**config.mk**
```make
export PLATFORM = sky130hd
export DESIGN_NAME = mac_job_sched
export DESIGN_NICKNAME = d
export VERILOG_FILES = /design/src/rtl/mac_job_sched.sv
export SDC_FILE = /design/constraint.sdc
export NUM_CORES = 2
export LEC_CHECK = 0
export CAP_MARGIN = 20
export CORE_AREA = 2 2 695 697
export CTS_BUF_LIST = sky130_fd_sc_hd__clkbuf_8
export DETAILED_ROUTE_END_ITERATION = 6
export DIE_AREA = 0 0 697 699
export SLEW_MARGIN = 25
export SYNTH_ARGS = -nofsm -noshare
export SYNTH_HDL_FRONTEND = slang
export SYNTH_SLANG_ARGS = --single-unit
```
**constraint.sdc**
```tcl
create_clock -name clk -period 2.5 [get_ports clk]
set_input_delay 0.75 -clock clk [delete_from_list [all_inputs] [get_ports clk]]
set_output_delay 0.75 -clock clk [all_outputs]
set_load 0.005 [all_outputs]
```
**src/rtl/mac_job_sched.sv**
```systemverilog
// mac_job_sched: sequences one MAC job -- fetches activation vectors from memory,
// issues them to the MAC core under valid/ready, and writes every returned
// accumulator vector to consecutive result addresses.
// Optional build macro MAC_JOB_SCHED_PERF_EN adds the perf_busy_o / perf_stall_o
// cycle counters.
module mac_job_sched #(
    parameter int NUM_IN   = 128,
    parameter int IN_BITS  = 5,
    parameter int NUM_OUT  = 32,
    parameter int ACC_BITS = 7,
    parameter int ADDR_W   = 10
) (
    input  logic                         clk,
    input  logic                         nrst,
    input  logic                         start_i,
    input  logic [ADDR_W-1:0]            num_vec_i,
    input  logic [ADDR_W-1:0]            act_base_i,
    input  logic [ADDR_W-1:0]            res_base_i,
    output logic                         busy_o,
    output logic                         done_o,
    output logic                         act_rd_en_o,
    output logic [ADDR_W-1:0]            act_rd_addr_o,
    input  logic [NUM_IN*IN_BITS-1:0]    act_rd_data_i,
    output logic                         mac_valid_o,
    input  logic                         mac_ready_i,
    output logic [NUM_IN*IN_BITS-1:0]    mac_data_o,
    input  logic                         acc_valid_i,
    input  logic [NUM_OUT*ACC_BITS-1:0]  acc_data_i,
    output logic                         res_wr_en_o,
    output logic [ADDR_W-1:0]            res_wr_addr_o,
    output logic [NUM_OUT*ACC_BITS-1:0]  res_wr_data_o
`ifdef MAC_JOB_SCHED_PERF_EN
    ,
    output logic [31:0]                  perf_busy_o,
    output logic [31:0]                  perf_stall_o
`endif
);

    typedef enum logic [2:0] {IDLE, FETCH, WAIT, ISSUE, DRAIN, DONE} state_t;

    state_t                        state, state_nx;
    logic [ADDR_W-1:0]             num_vec, act_base, res_base;
    logic [ADDR_W-1:0]             issue_cnt, res_cnt;
    logic [ADDR_W:0]               issue_nxt;
    logic [NUM_IN*IN_BITS-1:0]     hold_p0;
    logic                          vld_p1;
    logic [ADDR_W-1:0]             res_addr_p1;
    logic [NUM_OUT*ACC_BITS-1:0]   res_data_p1;
    logic                          start_ok, issue_hs, acc_take, job_active;

    assign start_ok   = (state == IDLE) && start_i;
    assign issue_hs   = (state == ISSUE) && mac_ready_i;
    assign job_active = (state == FETCH) || (state == WAIT) ||
                        (state == ISSUE) || (state == DRAIN);
    // Results beyond the job length, or outside a job, are dropped.
    assign acc_take   = acc_valid_i && job_active && (res_cnt != num_vec);
    // One bit wider so the last-vector test cannot wrap at 2^ADDR_W.
    assign issue_nxt  = {1'b0, issue_cnt} + {{ADDR_W{1'b0}}, 1'b1};

    // State register.
    always_ff @(posedge clk) begin
        if (!nrst) state <= IDLE;
        else       state <= state_nx;
    end

    // Next-state and Moore output decode.
    always_comb begin
        state_nx      = state;
        busy_o        = (state != IDLE);
        done_o        = 1'b0;
        act_rd_en_o   = 1'b0;
        act_rd_addr_o = '0;
        mac_valid_o   = 1'b0;
        case (state)
            IDLE:  if (start_i) state_nx = (num_vec_i != '0) ? FETCH : DONE;
            FETCH: begin
                act_rd_en_o   = 1'b1;
                act_rd_addr_o = act_base + issue_cnt;
                state_nx      = WAIT;
            end
            WAIT:  state_nx = ISSUE;
            ISSUE: begin
                mac_valid_o = 1'b1;
                if (mac_ready_i)
                    state_nx = (issue_nxt < {1'b0, num_vec}) ? FETCH : DRAIN;
            end
            DRAIN: if (res_cnt == num_vec) state_nx = DONE;
            DONE: begin
                done_o   = 1'b1;
                state_nx = IDLE;
            end
            default: state_nx = IDLE;
        endcase
    end

    // Job parameters, counters, activation holding register and result write stage.
    always_ff @(posedge clk) begin
        if (!nrst) begin
            num_vec     <= '0;
            act_base    <= '0;
            res_base    <= '0;
            issue_cnt   <= '0;
            res_cnt     <= '0;
            hold_p0     <= '0;
            vld_p1      <= 1'b0;
            res_addr_p1 <= '0;
            res_data_p1 <= '0;
        end else begin
            if (start_ok) begin
                num_vec   <= num_vec_i;
                act_base  <= act_base_i;
                res_base  <= res_base_i;
                issue_cnt <= '0;
                res_cnt   <= '0;
            end
            if (state == WAIT) hold_p0 <= act_rd_data_i;
            if (issue_hs)      issue_cnt <= issue_cnt + 1'b1;
            vld_p1 <= acc_take;
            if (acc_take) begin
                res_addr_p1 <= res_base + res_cnt;
                res_data_p1 <= acc_data_i;
                res_cnt     <= res_cnt + 1'b1;
            end
        end
    end

    assign mac_data_o    = hold_p0;
    assign res_wr_en_o   = vld_p1;
    assign res_wr_addr_o = res_addr_p1;
    assign res_wr_data_o = res_data_p1;

`ifdef MAC_JOB_SCHED_PERF_EN
    logic [31:0] perf_busy, perf_stall;

    function automatic logic [31:0] sat_inc(input logic [31:0] v);
        return (&v) ? v : v + 32'd1;
    endfunction

    // Busy and stall cycle counters, restarted by each accepted job.
    always_ff @(posedge clk) begin
        if (!nrst || start_ok) begin
            perf_busy  <= '0;
            perf_stall <= '0;
        end else begin
            if (busy_o)                           perf_busy  <= sat_inc(perf_busy);
            if ((state == ISSUE) && !mac_ready_i) perf_stall <= sat_inc(perf_stall);
        end
    end

    assign perf_busy_o  = perf_busy;
    assign perf_stall_o = perf_stall;
`endif

endmodule

```
* After elaboration in Yosys (flattened, before gate mapping)
Index checks and enable logic that the tools add are counted.
** Operators by class
- Add/subtract/negate cells :: 5
- Magnitude comparators :: 1
- Eq/ne operators :: 10
- Multiplexer cells :: 13
- Reductions and logical operators :: 13
** Operators with widths (number)
- two-way mux 10 bit :: 4
- adder 10 x 1 -> 10 bit, second input constant :: 2
- adder 10 bit :: 2
- two-way mux 3 bit :: 5
- one-hot mux 3 bit (5 select lines) :: 1
- adder 10 x 1 -> 11 bit, second input constant :: 1
- < comparator 11 x 10 -> 1 bit :: 1
- equality test 10 bit :: 1
- inequality test 10 bit :: 1
- nonzero test 10 bit :: 1
- equality test 3 x 2 -> 1 bit, second input constant :: 2
- equality test 3 bit, second input constant :: 2
- logical AND 1 bit :: 4
- inequality test 2 bit, second input constant :: 2
- nonzero test 2 bit :: 2
- equality test 3 x 1 -> 1 bit, second input constant :: 1
- logical NOT 3 bit :: 1
- logical OR 1 bit :: 3
- two-way mux 1 bit :: 3
- AND reduction 3 bit :: 1
- nonzero test 3 bit :: 1
- inequality test 2 x 1 -> 1 bit, second input constant :: 1
** Word-level totals
- Flip-flop bits (word level) :: 928
- Input port bits :: 899
- Output and inout bits :: 889
- Word-level logic and storage cells :: 52

* Longest topological paths before layout
- Depth in word-level cells :: 7
- Depth in mapped cells :: 11
- Depth with buffers taken out :: 11

* Worst setup path before layout
Ideal clock, no wire load.
- Path type :: register -> output
- Start point :: register issue_cnt[0]
- End point :: output port act_rd_addr_o[8]
- Data arrival time :: 1911 ps
- Path slack :: -161 ps
- Cell stages (with the launch flop) :: 9
- Path through :: dfxtp_1 ha_1 fa_1 a21o_1 a21oi_1 o21ai_1 o41ai_1 xor2_1 nor2_1
** Between the ends
- Word-level cells in the longest chain between the ends :: 2
** Ends and longest elaborated chain
- start, declared :: RTL line 43 : logic [ADDR_W-1:0] issue_cnt, res_cnt;
- start signal, assigned :: RTL line 117 : if (issue_hs) issue_cnt <= issue_cnt + 1'b1;
- adder 10 bit :: RTL line 78 : act_rd_addr_o = act_base + issue_cnt;
- two-way mux 10 bit :: RTL line 74 : case (state)
- end, declared :: RTL line 22 : output logic [ADDR_W-1:0] act_rd_addr_o,
No other way between the ends.

* Worst setup path after layout
Same ends and word-level chain as after synthesis.

==> results_dict.tcl <==
set metrics [dict create \
    root_buffer "clkbuf_8" \
    grt_setup_unrepaired "yes" \
    grt_pass1_wl_mm 524.7 \
    worst_slack_ns -1.218 \
    cp-end-kind "output pin" \
    cts_sinks 928 \
    wl_per_cell_um 34.39 \
    boundaryPins 1788 \
    instances_no_fill 12829 \
    design.die.area_sq_mm 0.4872 \
    internal_power_mw 30.18 \
    max_cap_viol_count 0 \
    power.switching_mw 15.10 \
    whs_ns 0.1978 \
    dp_cells 12336 \
    syn_area_sq_mm 0.03393 \
    fp.dieW_um 697 \
    holdCritPathClass "in2reg" \
    relSlewSlack_pct 60.99 \
    p_comb_share_pct 22.5 \
    clk_pin_slew_ns 0.06 \
    viasPerCell 3.097 \
    synth_top_area_share_pct 54.76 \
    synth_edf_count 0 \
    setup_viol 15 \
    htree_levels 4 \
    leakagePower_nw 24.35 \
    ys_ff_latch 928 \
    top_layer_used "met5" \
    period_needed_ns 3.718 \
    final_util_pct 13.82 \
    violations "negative setup slack" \
    yosysSeqAreaShare_pct 54.76 \
    fillers 54964 \
    wl_met1_mm 146.3 \
    cp.arrival_ns 2.97 \
    syn2layout_area_growth_pct 95.60 \
    synthCells 4230 \
    vias 39733 \
    p_sw_share_pct 33.35 \
    clk_latency_ns 1.09 \
    rows 255 \
    tightest_slew_ns 0.5852 \
    die_height_um 699 \
    yosysMostFrequentCell "nand2_1" \
    total_power_mw 45.28 \
    place_congestion 0.9792 \
    critical_path_class "reg2out" \
    synth_ff_type "dfxtp_1" \
    wl_met3_mm 72.57 \
    drtIter0Drc 2768 \
    wl_met2_mm 199.2 \
    yosysUniqueCellTypes 55 \
    drive_gt1_share_pct 32.03 \
    worstSetupStartpointType "flop" \
    drc 0 \
    fmax_mhz 269.0 \
    slew_viol_final 0 \
    yosysWarnings 0 \
    drtAntennaViolNets 0 \
    first_pass_iters 5 \
    place_ws_ns -0.6109 \
    min_period_over_period_pct 148.7 \
    cts_tree "built" \
    fp.coreArea_sq_mm 0.4802 \
    synth.area.top_cells "dfxtp_1, nand2_1, a21oi_1, a21oi_2, clkbuf_1" \
    antenna_found_initial 345 \
    synth_nets 5160 \
    clkPwrFrac_pct 40.7 \
    status "finished with violations" \
    grt_pass1_vias 38208 \
    power_frac_seq_pct 36.8 \
    start_util_pct 7.066 \
    drt-total-wl_mm 441.2 \
    skew_ns 0.1332 \
    hold_viol 0 \
    clockBufferDepth 4 \
    netlist_top_cells_count "nand2_1, dfxtp_1, a21oi_1, clkbuf_1" \
    grt_max_degree 87 \
    cts_buffers 193 \
    gr-usage-all-layers_pct 17.42 \
    io_buffers 1787 \
    fin_nets 7092 \
    synth.avg_cell_area_sq_um 8.021 \
    overflow 0 \
    ys_async_sr_fraction_pct 0 \
    hpwlAfterDp_mm 394.3 \
    vdd_ir_drop_max_mv 0.3790 \
    cp_data_required_time_ns 1.75 \
    synth.largest_area_cell "dfxtp_1" \
    powerDensity_mw_per_mm2 682.3 \
    crit_fanout 2 \
]
repair_timing:
item | 4_1_cts | 5_1_grt
setup buffers | 47 | 11
setup endpoints to repair | 854 | 27
resized for setup | 4355 | 26
hold endpoints to repair | 1 | 0
hold buffers | 1 | 0
pin swaps | 26 | 20
path summary, 6_finish.rpt:
| check | to | startpoint | cells after the start | slack (ns) |
|---|---|---|---|---|
| min | mac_data_o[466] | act_rd_data_i[466] | 3 | 0.20 |
| min reg2reg | res_wr_data_o[218] | res_wr_data_o[218] | 2 | 0.45 |
| max reg2reg | state[0] | issue_cnt[0] | 12 | -0.03 |
| max | act_rd_addr_o[8] | issue_cnt[0] | 9 | -1.22 |
per-layer routing:
metal  up-vias  track usage (%)
li1      17716                -
met1     18860            16.66
met2      2174            28.32
met3       823            13.17
met4       160            6.774
met5         -                0
logic make-up (layout without fill, tap and decap cells):
family,count (synthesis),count (layout),synth area share (%)
other,0,89,0
XOR/XNOR,38,38,0.9809
adder cells (fa/ha/maj),31,31,1.187
AO/OA/AOI/OAI,981,981,15.95
buffers and inverters,325,2410,4.510
flip-flops,928,928,54.76
AND/OR/NAND/NOR,1927,1927,22.61
cells in the final DEF, fill, tap and decap left out, types with 8 or more instances in the layout:
master,synthesis,final
nand2_1,1725,1723
clkdlybuf4s50_1,0,898
a21oi_1,818,814
dfxtp_1,928,519
dfxtp_2,0,371
buf_4,0,344
buf_6,7,292
clkbuf_8,0,249
buf_2,63,208
buf_12,11,133
a21oi_2,100,104
nand2_2,100,101
diode_2,0,89
dlygate4sd2_1,0,70
buf_8,0,68
inv_1,15,64
dfxtp_4,0,38
nor2_1,35,33
ha_1,29,26
xor2_1,25,24
clkinv_2,0,23
clkdlybuf4s15_2,0,19
o21ai_1,17,15
bufinv_16,0,11
nand3_1,14,10
clkdlybuf4s15_1,0,10
and3_1,11,9
xnor2_1,13,8
o21ai_0,8,8
power by group through the flow:
stage | combinational, mW | clock, mW | sequential, mW
4_1_cts | 10.4 | 19.1 | 16.7
2_1_floorplan | 2.70 | 0 | 16.7
5_1_grt | 10.9 | 19.7 | 16.8
6_report | 10.2 | 18.4 | 16.7
3_5_place_dp | 10.2 | 0 | 16.8
3_3_place_gp | 10.2 | 0 | 16.7
critical path, cell delays in order, from the launching register on:
cell and delay [ns]:
dfxtp_2 0.33, ha_4 0.16, fa_2 0.33, a21o_1 0.20, a21oi_2 0.18, o21ai_2 0.08, o41ai_2 0.26, xor2_1 0.20
nor2_1 0.06, buf_2 0.13
metrics by stage:
stage	setup TNS, ns	area [sq um]
after CTS	-15.30	65950
after global routing	-12.38	66280
final	-9.795	66360
after detailed placement	-48.42	60190
after floorplan	-0.003761	33960
after global placement	-38.20	60190
final cells by class:
class / count / area, sq um / share of cell area [%]
inverter: 17 / 71.32 / 0.1075
multi-input combinational: 2977 / 14070 / 21.21
sequential: 928 / 19180 / 28.91
tap: 6425 / 8039 / 12.11
clock buffer: 249 / 3427 / 5.164
antenna: 89 / 222.7 / 0.3356
timing repair buffer: 2045 / 20560 / 30.97
clock inverter: 99 / 789.5 / 1.190
state kept, by name, indices dropped and copies added (netlist names):
register / count
res_base: 10
issue_cnt: 10
res_wr_addr_o: 10
num_vec: 10
res_cnt: 10
res_wr_data_o: 224
act_base: 10
res_wr_en_o: 1
mac_data_o: 640
state: 3
Note: power is estimated with default switching activity, not from simulation.
